$ cat config.mk
export PLATFORM = sky130hd
export DESIGN_NAME = async_fifo_write_arbiter
export DESIGN_NICKNAME = d
export VERILOG_FILES = /design/src/rtl/async_fifo_pkg.sv /design/src/rtl/async_fifo_rr_picker.sv /design/src/rtl/async_fifo_write_arbiter.sv
export SDC_FILE = /design/constraint.sdc
export NUM_CORES = 1
export LEC_CHECK = 0
export ABC_AREA = 1
export CAP_MARGIN = 20
export CORE_AREA = 2 2 69 71
export DETAILED_ROUTE_END_ITERATION = 16
export DIE_AREA = 0 0 71 73
export DONT_BUFFER_PORTS = 1
export PLACE_DENSITY = 0.6
export SYNTH_ARGS = -nofsm -noshare
export SYNTH_HDL_FRONTEND = slang
export SYNTH_SLANG_ARGS = --single-unit
$ cat constraint.sdc
create_clock -name clk -period 2.3 [get_ports clk]
set_input_delay 0.69 -clock clk [delete_from_list [all_inputs] [get_ports clk]]
set_output_delay 0.69 -clock clk [all_outputs]
set_load 0.02 [all_outputs]
$ cat src/rtl/async_fifo_pkg.sv
// Shared types and helpers for the asynchronous FIFO write-side logic.
//   arb_state_t : write arbiter FSM states
//   rr_next     : wrapping increment of a requester index modulo n
package async_fifo_pkg;

    typedef enum logic {
        ARB_IDLE,
        ARB_BURST
    } arb_state_t;

    function automatic int unsigned rr_next(input int unsigned idx, input int unsigned n);
        return (idx + 1 >= n) ? 0 : idx + 1;
    endfunction

endpackage

$ cat src/rtl/async_fifo_rr_picker.sv
// Combinational round-robin search: finds the first set bit of req scanning upward
// from rr_ptr, wrapping modulo NUM_REQ.
// Ports:
//   req    in  NUM_REQ          request vector
//   rr_ptr in  $clog2(NUM_REQ)  index where the search starts
//   found  out 1                at least one request bit is set
//   idx    out $clog2(NUM_REQ)  index of the winning request (0 when none)
module async_fifo_rr_picker #(
    parameter int unsigned NUM_REQ = 4
) (
    input  logic [NUM_REQ-1:0]         req,
    input  logic [$clog2(NUM_REQ)-1:0] rr_ptr,
    output logic                       found,
    output logic [$clog2(NUM_REQ)-1:0] idx
);

    localparam int unsigned IdxW = $clog2(NUM_REQ);

    logic [IdxW-1:0] cand;

    // Walk offsets from farthest to nearest so the nearest set bit wins last.
    always_comb begin
        found = 1'b0;
        idx   = '0;
        cand  = '0;
        for (int i = int'(NUM_REQ) - 1; i >= 0; i--) begin
            cand = IdxW'((32'(rr_ptr) + 32'(i)) % NUM_REQ);
            if (req[cand]) begin
                found = 1'b1;
                idx   = cand;
            end
        end
    end

endmodule

$ cat src/rtl/async_fifo_write_arbiter.sv
// Round-robin arbiter sharing the FIFO write channel among NUM_REQ requesters.
// A grant is locked for up to MAX_BURST beats or until the owner's last beat.
// Ports:
//   clk, reset_n     write-domain clock, asynchronous active-low reset
//   req_valid/last   per-requester beat valid and last-beat marker
//   req_data         per-requester beat data (unpacked array)
//   req_ready        per-requester beat accepted
//   write_fifo_push  FIFO push (equals an accepted beat)
//   write_data       FIFO write data (don't-care without push)
//   write_fifo_full  FIFO full flag, blocks all transfers
//   grant_active     a burst is locked
//   grant_id         index of the locked requester
module async_fifo_write_arbiter
    import async_fifo_pkg::*;
#(
    parameter int unsigned NUM_REQ         = 4,
    parameter int unsigned FIFO_DATA_WIDTH = 32,
    parameter int unsigned MAX_BURST       = 4
) (
    input  logic                         clk,
    input  logic                         reset_n,
    input  logic [NUM_REQ-1:0]           req_valid,
    input  logic [NUM_REQ-1:0]           req_last,
    input  logic [FIFO_DATA_WIDTH-1:0]   req_data [NUM_REQ],
    output logic [NUM_REQ-1:0]           req_ready,
    output logic                         write_fifo_push,
    output logic [FIFO_DATA_WIDTH-1:0]   write_data,
    input  logic                         write_fifo_full,
    output logic                         grant_active,
    output logic [$clog2(NUM_REQ)-1:0]   grant_id
);

    localparam int unsigned IdxW = $clog2(NUM_REQ);
    localparam int unsigned CntW = $clog2(MAX_BURST + 1);
    localparam logic [CntW-1:0] LastBeat = CntW'(MAX_BURST - 1);

    arb_state_t      state_q, state_d;
    logic [IdxW-1:0] rr_ptr_q, rr_ptr_d;
    logic [IdxW-1:0] grant_id_q, grant_id_d;
    logic [CntW-1:0] beat_cnt_q, beat_cnt_d;

    logic            pick_found;
    logic [IdxW-1:0] pick_idx;
    logic            transfer;
    logic            burst_end;

    async_fifo_rr_picker #(
        .NUM_REQ (NUM_REQ)
    ) u_picker (
        .req    (req_valid),
        .rr_ptr (rr_ptr_q),
        .found  (pick_found),
        .idx    (pick_idx)
    );

    always_comb begin
        state_d         = state_q;
        rr_ptr_d        = rr_ptr_q;
        grant_id_d      = grant_id_q;
        beat_cnt_d      = beat_cnt_q;
        req_ready       = '0;
        write_fifo_push = 1'b0;
        transfer        = 1'b0;
        burst_end       = 1'b0;
        write_data      = req_data[grant_id_q];

        unique case (state_q)
            ARB_IDLE: begin
                if (pick_found) begin
                    grant_id_d = pick_idx;
                    beat_cnt_d = '0;
                    state_d    = ARB_BURST;
                end
            end
            ARB_BURST: begin
                // Ready depends only on full, so the owner sees ready even while stalled.
                req_ready[grant_id_q] = !write_fifo_full;
                transfer              = req_valid[grant_id_q] && !write_fifo_full;
                write_fifo_push       = transfer;
                burst_end             = transfer &&
                                        (req_last[grant_id_q] || (beat_cnt_q == LastBeat));
                if (transfer) begin
                    beat_cnt_d = beat_cnt_q + CntW'(1);
                end
                if (burst_end) begin
                    state_d  = ARB_IDLE;
                    rr_ptr_d = IdxW'(rr_next(32'(grant_id_q), NUM_REQ));
                end
            end
            default: state_d = ARB_IDLE;
        endcase
    end

    always_ff @(posedge clk or negedge reset_n) begin
        if (!reset_n) begin
            state_q    <= ARB_IDLE;
            rr_ptr_q   <= '0;
            grant_id_q <= '0;
            beat_cnt_q <= '0;
        end else begin
            state_q    <= state_d;
            rr_ptr_q   <= rr_ptr_d;
            grant_id_q <= grant_id_d;
            beat_cnt_q <= beat_cnt_d;
        end
    end

    assign grant_active = (state_q == ARB_BURST);
    assign grant_id     = grant_id_q;

endmodule

==> results <==
==> cells in the mapped netlist <==
| master | instances |
|---|---|
| nor2_1 | 76 |
| o21ai_0 | 67 |
| o22ai_1 | 32 |
| nand2_1 | 27 |
| clkbuf_1 | 12 |
| nand2_2 | 11 |
| inv_1 | 10 |
| nand3_1 | 9 |
| buf_2 | 8 |
| dfrtp_1 | 8 |
| ha_1 | 6 |
| o21ai_1 | 5 |
| inv_2 | 4 |
| nand2_4 | 4 |
| a21oi_1 | 2 |
| buf_6 | 2 |
| o211ai_1 | 2 |
| a21oi_4 | 1 |
| and2_4 | 1 |
| buf_1 | 1 |
| clkinv_2 | 1 |
| inv_6 | 1 |
| nand3b_1 | 1 |
| nor2_4 | 1 |
| o21a_1 | 1 |
| or2_4 | 1 |
==> routing by layer <==
metal	GRT usage [%]	wire [µm]	vias up
met5	0	0	-
met4	3.145	35	0
met3	3.867	536	6
met2	39.98	2925	147
met1	23.73	2242	1026
li1	-	-	1046
==> power groups by stage <==
stage / combinational [mW] / clock, mW / sequential (mW)
2_1_floorplan: 2.04 / 0 / 0.276
3_3_place_gp: 2.82 / 0 / 0.293
3_5_place_dp: 2.87 / 0 / 0.295
4_1_cts: 2.87 / 0.186 / 0.294
5_1_grt: 3.14 / 0.191 / 0.309
6_report: 2.86 / 0.180 / 0.297
==> registers in the layout (all words and copies together), names as in the netlist <==
register / flops
beat_cnt_q: 3
grant_id: 2
rr_ptr_q: 2
grant_active: 1
==> how the worst max path moves through the flow <==
| stage | to | slack (ns) |
|---|---|---|
| after floorplan | req_ready[0] | 0.04 |
| after detailed placement | req_ready[1] | 0.31 |
| after CTS | req_ready[1] | 0.06 |
| final | req_ready[1] | 0.11 |
| after global placement | req_ready[0] | 0.32 |
| after global routing | write_data[29] | 0.001 |
==> stage by stage <==
| stage | total power [mW] | util [%] |
|---|---|---|
| after detailed placement | 3.164 | 42.21 |
| final | 3.337 | 43.23 |
| after floorplan | 2.311 | - |
| after global routing | 3.640 | 43.23 |
| after global placement | 3.110 | 42.21 |
| after CTS | 3.354 | 43.20 |
==> cell families after synthesis <==
| family | share of synthesized area [%] |
|---|---|
| fa+ha+maj | 4.566 |
| simple gates | 35.39 |
| buf+inv | 10.81 |
| compound gates | 37.06 |
| flops | 12.18 |
==> final cells by class <==
type                            count  area, µm²
Clock buffer                        4      45.04
Fill cell                         471       2575
Sequential cell                     8      201.4
Inverter                           16      67.56
Timing Repair Buffer               40      312.8
Tap cell                           54      67.56
Multi-Input combinational cell    247       1266
==> worst reg2reg max path, stage by stage, from the launching register on <==
cell,delay [ns]
dfrtp_2,0.37
buf_4,0.34
o211ai_1,0.22
a21oi_4,0.33
nand2_2,0.14
nand2_1,0.09
o21ai_1,0.06
==> qor.csv <==
metric,value,unit
status,finished clean,
start_util,36.25,%
n_antenna_cell,0,
rsz0062_at_grt,false,
worst-path-buf-inv,2,
setup-tns-final,0,ns
worst-path-max-fanout,33,
drv_slew,0,
clk_latency,0.23,ns
portBuffers,0,
setup_viol,0,
ff2ff_setup_slack,0.64,ns
report.final.hold_viol_count,0,
dp_hpwl,4.632,mm
critical_path_depth,4,
clk_pin_slew,0.04,ns
final_cells,369,
cts_tree,yes,
die_w,71,µm
place_area,0.001914,mm²
tightest_slew,0.4020,ns
wl,5.739,mm
core,0.004536,mm²
r2r_end,rr_ptr_q[0],
critPathCaptureType,output port,
holdBufCountCts,0,
reg2reg_depth,6,
area_delta_synth_final,19.25,%
ys_seq_elements,8,
antenna_left,0,
synth_cell_types,26,
grt_max_degree,49,
die_h,73,µm
hold_ws,0.1494,ns
rows,25,
final_nets,461,
arrival,1.50,ns
p_seq_share,8.9,%
synth_area_leaders,"o21ai_0 (20%), nor2_1 (17%), dfrtp_1 (12%)",
first_pass_iters,4,
synth_fp_nets,439,
combPwrFrac,85.7,%
grt_pass1_vias,1921,
drc,0,
vdd_drop_max,0.7282,mV
cts_max_level,1,
post_cts_resize_count,0,
switchingPower,1.951,mW
setup_ws,0.1137,ns
ioPinCount,179,
antenna_found_initial,0,
crit_type,flip-flop to output port,
ys_seq_area_share,12.18,%
reg2reg_from,grant_id[0],
clockPowerShare,5.4,%
final_cell_mix,"nor2_1 (76), o21ai_0 (67), buf_4 (39)",
die-area,0.005183,mm²
cts_buffer_depth,2,
synth_top_area_cell,o21ai_0,
max_stage_delay,0.37,ns
finalCritPeriodShare,95.06,%
syn_area,0.001644,mm²
slew_headroom,73.20,%
root_buffer,clkbuf_8,
avgSynthCellArea,5.592,µm²
powerDensity,1702,mW/mm²
layout_commonest_cell,nor2_1,
wl_per_cell,15.55,µm
cts_setup_buffers,0,
synth_top_area_share,20.40,%
cp_slowest_cell,dfrtp_2,
max_freq,457.4,MHz
cp-startpoint,grant_id[0],
grt_use_total,20.58,%
vias,2225,
synth-warning-count,0,
crit_path_cell_trace,"buf_4, ha_1, inv_1, nor2_1",
cp-start-kind,flip-flop,
netlist_instances,294,
placed_cells,365,
hold_class,input port to asynchronous set/reset pin,
avgViaCountPerCell,6.030,
worst_ep_required_time,1.61,ns
swShare,58.47,%
numCtsBuffers,3,
final_area,0.001961,mm²
place.gp.congestion,0.8565,
cp_top_family,buffers and inverters,
cts_sinks,8,
skew,0.005638,ns
internal_power,1.386,mW
drt_iter0_drc,123,
maxCapViolations,0,
layout-drive-gt1-share,21.90,%
cellLeakagePower,0.8858,nW
grt_pass1_wl,8.735,mm
grt_remaining_overflow,0,
fin_crit,2.186,ns
place_ws,0.3079,ns
Note: power is estimated with default switching activity, not from simulation.
